[src/rtl/fetch_ctrl.sv]
// Fetch controller: next-PC select, stall/flush control and a small FSM.
// Redirects that arrive while memory is stalled are held until it is ready.
module fetch_ctrl #(
    parameter logic [31:0] RESET_PC = 32'h0000_0000,
    parameter logic [31:0] TRAP_VEC = 32'h0000_0100
) (
    input  logic        clk,
    input  logic        rst,
    input  logic [31:0] pc,
    input  logic        imem_ready,
    input  logic        load_use_hazard,
    input  logic        jump,
    input  logic [31:0] jump_target,
    input  logic        branch_taken,
    input  logic [31:0] branch_target,
    input  logic        trap,
    output logic [31:0] din,
    output logic        pc_pc_stall,
    output logic        IF_ID_stall,
    output logic        IF_ID_flush,
    output logic        ID_EX_flush,
    output logic [1:0]  state,
    output logic [15:0] stall_cnt,
    output logic [15:0] redirect_cnt
);

    typedef enum logic [1:0] {
        BOOT     = 2'd0,
        RUN      = 2'd1,
        WAIT_MEM = 2'd2,
        REDIRECT = 2'd3
    } state_t;

    // Redirect priority levels; 0 means no redirect
    localparam logic [1:0] LVL_NONE = 2'd0;
    localparam logic [1:0] LVL_JMP  = 2'd1;
    localparam logic [1:0] LVL_BR   = 2'd2;
    localparam logic [1:0] LVL_TRAP = 2'd3;

    state_t      cur;
    state_t      nxt;
    logic [1:0]  pend_lvl;
    logic [31:0] pend_tgt;
    logic [1:0]  ev_lvl;
    logic [31:0] ev_tgt;
    logic [1:0]  eff_lvl;
    logic [31:0] eff_tgt;
    logic [31:0] pc_inc;
    logic        redir;

    assign state  = cur;
    assign pc_inc = pc + 32'd4;

    // Pick the highest-priority redirect event this cycle
    always_comb begin
        ev_lvl = LVL_NONE;
        ev_tgt = 32'd0;
        if (trap) begin
            ev_lvl = LVL_TRAP;
            ev_tgt = TRAP_VEC;
        end else if (branch_taken) begin
            ev_lvl = LVL_BR;
            ev_tgt = branch_target;
        end else if (jump) begin
            ev_lvl = LVL_JMP;
            ev_tgt = jump_target;
        end
    end

    // Merge a same-cycle event with the held one, keeping the stronger
    always_comb begin
        eff_lvl = pend_lvl;
        eff_tgt = pend_tgt;
        if (ev_lvl > pend_lvl) begin
            eff_lvl = ev_lvl;
            eff_tgt = ev_tgt;
        end
    end

    // Next-PC, pipeline controls and next state
    always_comb begin
        din         = pc_inc;
        pc_pc_stall = 1'b0;
        IF_ID_stall = 1'b0;
        IF_ID_flush = 1'b0;
        ID_EX_flush = 1'b0;
        redir       = 1'b0;
        nxt         = cur;
        case (cur)
            BOOT: begin
                din         = RESET_PC;
                pc_pc_stall = 1'b1;
                nxt         = RUN;
            end
            RUN, REDIRECT: begin
                if (ev_lvl != LVL_NONE) begin
                    din         = ev_tgt;
                    IF_ID_flush = 1'b1;
                    ID_EX_flush = (ev_lvl != LVL_JMP);
                    redir       = 1'b1;
                    nxt         = REDIRECT;
                end else if (cur == RUN && load_use_hazard) begin
                    din         = pc;
                    pc_pc_stall = 1'b1;
                    IF_ID_stall = 1'b1;
                    ID_EX_flush = 1'b1;
                    nxt         = RUN;
                end else if (!imem_ready) begin
                    din         = pc;
                    pc_pc_stall = 1'b1;
                    IF_ID_stall = 1'b1;
                    ID_EX_flush = 1'b1;
                    nxt         = WAIT_MEM;
                end else begin
                    IF_ID_flush = (cur == REDIRECT);
                    nxt         = RUN;
                end
            end
            WAIT_MEM: begin
                if (!imem_ready) begin
                    din         = pc;
                    pc_pc_stall = 1'b1;
                    IF_ID_stall = 1'b1;
                    ID_EX_flush = 1'b1;
                end else if (eff_lvl != LVL_NONE) begin
                    din         = eff_tgt;
                    IF_ID_flush = 1'b1;
                    redir       = 1'b1;
                    nxt         = REDIRECT;
                end else begin
                    nxt = RUN;
                end
            end
            default: nxt = BOOT;
        endcase
    end

    // State, held redirect and saturating performance counters
    always_ff @(posedge clk) begin
        if (rst) begin
            cur          <= BOOT;
            pend_lvl     <= LVL_NONE;
            pend_tgt     <= 32'd0;
            stall_cnt    <= 16'd0;
            redirect_cnt <= 16'd0;
        end else begin
            cur <= nxt;
            if (cur == WAIT_MEM) begin
                if (imem_ready) begin
                    pend_lvl <= LVL_NONE;
                end else if (ev_lvl > pend_lvl) begin
                    pend_lvl <= ev_lvl;
                    pend_tgt <= ev_tgt;
                end
            end
            if (pc_pc_stall && (cur == RUN || cur == WAIT_MEM)
                && stall_cnt != 16'hFFFF) begin
                stall_cnt <= stall_cnt + 16'd1;
            end
            if (redir && redirect_cnt != 16'hFFFF) begin
                redirect_cnt <= redirect_cnt + 16'd1;
            end
        end
    end

endmodule

[config.mk]
export PLATFORM = sky130hd
export DESIGN_NAME = fetch_ctrl
export DESIGN_NICKNAME = d
export VERILOG_FILES = /design/src/rtl/fetch_ctrl.sv
export SDC_FILE = /design/constraint.sdc
export NUM_CORES = 1
export LEC_CHECK = 0
export CAP_MARGIN = 20
export CORE_ASPECT_RATIO = 0.8
export CORE_MARGIN = 1
export CORE_UTILIZATION = 53
export DETAILED_ROUTE_END_ITERATION = 8
export PLACE_DENSITY = 0.93
export SLEW_MARGIN = 10
export SYNTH_ARGS = -nofsm -noshare
export SYNTH_HDL_FRONTEND = slang
export SYNTH_SLANG_ARGS = --single-unit
[constraint.sdc]
create_clock -name clk -period 10.5 [get_ports clk]
set_input_delay 1.575 -clock clk [delete_from_list [all_inputs] [get_ports clk]]
set_output_delay 1.575 -clock clk [all_outputs]
set_load 0.05 [all_outputs]
==> flow_summary.toml <==
[floorplan]
num_rows = 34
core_um2 = 11100
fp.dieH_um = 98.47
initial_core_util_pct = 55.52
die_width_um = 122.6
dieArea_um2 = 12070
io_pins = 173

[layout]
layout-drive-gt1-share_pct = 7.800
nNetsFinal = 1108
syn_to_final_growth_pct = 33.77
fillCellCount = 858
num_antenna_cells = 0
fin_cells = 1144

[critical_path]
endpoint_kind = "output port"
ff2ff_setup_slack_ns = 7.12
r2r-end = "pend_tgt[21]"
critical_path.max_fanout = 39
worstReg2RegStart = "pend_lvl[1]"
cpMostUsedCell = "buf_4"
path_class = "in -> out"
reg2reg_depth = 10
cpPeakStageDelay_ns = 0.74
critPathLaunchType = "input pin"
critPathRequiredTime_ns = 8.93
cp.arrival_ns = 6.11
path_cells = "clkdlybuf4s50_1 > buf_4 > and2b_1 > buf_4 > o21ai_0 > a21boi_4 > buf_4 > mux2_2 > a221oi_1 > o22ai_1 > clkdlybuf4s50_1"
crit_slowest_cell = "clkdlybuf4s50_1"

[timing]
slew_viol_final = 0
maxSlewHeadroom_pct = 22.28
worst_slew_pin_slew_ns = 1.163
fmax_mhz = 130.1
finalSetupViolCount = 0
rsz0062_at_grt = "no"
post-route-min-period_ns = 7.685
setup_slack_ns = 2.815
skew_ns = 0.01131
period_share_pct = 73.19
fin_tns_setup_ns = 0
hold_viol_final = 0

[drt]
first_pass_iters = 7
drc = 0
viasPerCell = 6.637
drt-initial-drc-count = 1234
detail-route-antenna-nets = 0
drt-wirelength-per-cell_um = 19.42
wl_um = 22220
vias = 7593

[logic_synthesis]
yosysMostFrequentCell = "nor2_1"
synth_edf_count = 0
syn-num-nets = 974
syn_avg_cell_area_um2 = 7.152
synth_seq_cells = 68
synth_commonest_cells = "nor2_1 (124), nand2_1 (102), a21oi_1 (71)"
ys_seq_area_share_pct = 22.08
synth_top_area_share_pct = 22.08
ys_types = 77
synth-async-reset-ratio_pct = 0
syn_area_um2 = 6165
yosysWarnings = 0
yosysTopAreaCell = "dfxtp_1"
netlist_top_cells_area = "dfxtp_1 (22%), nor2_1 (7.6%), nand2_1 (6.2%), a21oi_1 (5.8%), a22oi_1 (4.3%)"
synth_cells = 862
synth_ff_type = "dfxtp_1"

[global_route]
antenna_found_initial = 0
met3_usage_pct = 9.028
grt_overflow = 0
grt_max_degree = 74
grt_pass1_wl_um = 34510
track_usage_pct = 36.16
top_usage_layer = "met2"
grt.met1_usage_pct = 48.23
met2_usage_pct = 55.75
grt_pass1_vias = 6909

[clock_tree]
cts_sinks = 68
clk_pin_slew_ns = 0.07
h-tree-depth = 3
numCtsBuffers = 9
clock-root-buffer = "clkbuf_16"
worstSkewPairLatency_ns = 0.34
cts_setup_buffers = 0
clk_path_buf_depth = 2
ctsHoldBuffers = 0
cts_tree = "yes"
cts_resized = 0

[placed_design]
port_buffers = 172
post-place-ws_ns = 2.925
place_inst = 1129
gp_congestion = 0.9898
dp_hpwl_um = 15240

[run]
drv_cap = 0

[pwr]
ir_drop_mv = 0.08443
power.density_nw_per_um2 = 113.5
p_leak_nw = 2.883

[worst_hold_path]
hold_start = "pend_tgt[25]"
worstHoldEndpoint = "pend_tgt[25]"
hp-class = "reg -> reg"
min_path_cells = 2

[run_status]
status = "finished clean"
[registers in the layout (all words and copies together), names as in the netlist]
name / cells
pend_lvl: 2
state: 2
stall_cnt: 16
redirect_cnt: 16
pend_tgt: 32
[where the power goes]
part	total, mW	leakage [nW]	internal [mW]	switching [mW]
clock network	0.384	0.176	0.256	0.128
registers	0.267	0.549	0.262	0.00496
logic	0.285	2.16	0.108	0.177
[worst max-delay path by stage]
stage	start	end	slack, ns	depth (start not counted)
finish	branch_taken	din[7]	2.82	11
CTS	branch_taken	din[7]	2.91	11
detailed placement	branch_taken	din[7]	2.92	11
global placement	branch_taken	din[7]	3.04	11
global route	branch_taken	din[7]	2.64	11
floorplan	trap	din[16]	3.54	13
[area by class of cell]
type	instances	area, um2	share of cell area [%]
clock buffers	9	225.2	2.731
repair buffers	186	1822	22.09
well taps	144	180.2	2.185
flip-flops and latches	68	1361	16.51
clock inverters	6	137.6	1.669
multi-input cells	715	4461	54.09
inverters	16	60.06	0.7283
[kinds of logic after synthesis]
| family | Yosys count | synth area share, % |
|---|---|---|
| AND/OR/NAND/NOR | 366 | 28.88 |
| AO/OA/AOI/OAI | 262 | 29.53 |
| buffers and inverters | 79 | 5.683 |
| flip-flops | 68 | 22.08 |
| XOR/XNOR | 48 | 6.820 |
| multiplexers | 30 | 5.175 |
| adder cells (fa/ha/maj) | 9 | 1.827 |
[per-stage QoR]
step | util [%] | hold WS, ns | power, mW | cell area [um2]
2_1_floorplan | - | 0.4329 | 0.4454 | 6165
3_3_place_gp | 71.01 | 0.4403 | 0.5446 | 7884
3_5_place_dp | 71.01 | 0.4494 | 0.5487 | 7884
4_1_cts | 74.27 | 0.4585 | 0.9277 | 8247
5_1_grt | 74.27 | 0.4800 | 0.9620 | 8247
6_report | 74.27 | 0.4578 | 0.9363 | 8247
[critical path, delay by kind of cell]
family | cells | cell delay, ns
simple gates | 1 | 0.59
compound gates | 4 | 1.30
buf+inv | 5 | 2.22
mux | 1 | 0.40
[routing by layer]
metal	up-vias	routed length [um]
li1	3439	-
met1	3438	8797
met2	604	9563
met3	112	3027
met4	0	831
met5	-	0
[cell usage in the layout, fill, tap and decap left out, types with 11 or more instances in the layout]
master,instances
a21oi_1,71
a22oi_1,35
and3_1,14
buf_4,14
clkdlybuf4s50_1,171
dfxtp_1,68
inv_1,16
mux2_2,15
mux2i_1,15
nand2_1,102
nand3_1,24
nand4_1,15
nor2_1,124
nor3_1,22
o21ai_0,42
o221ai_1,11
xnor2_1,24
xor2_1,24
Note: power is estimated with default switching activity, not from simulation.
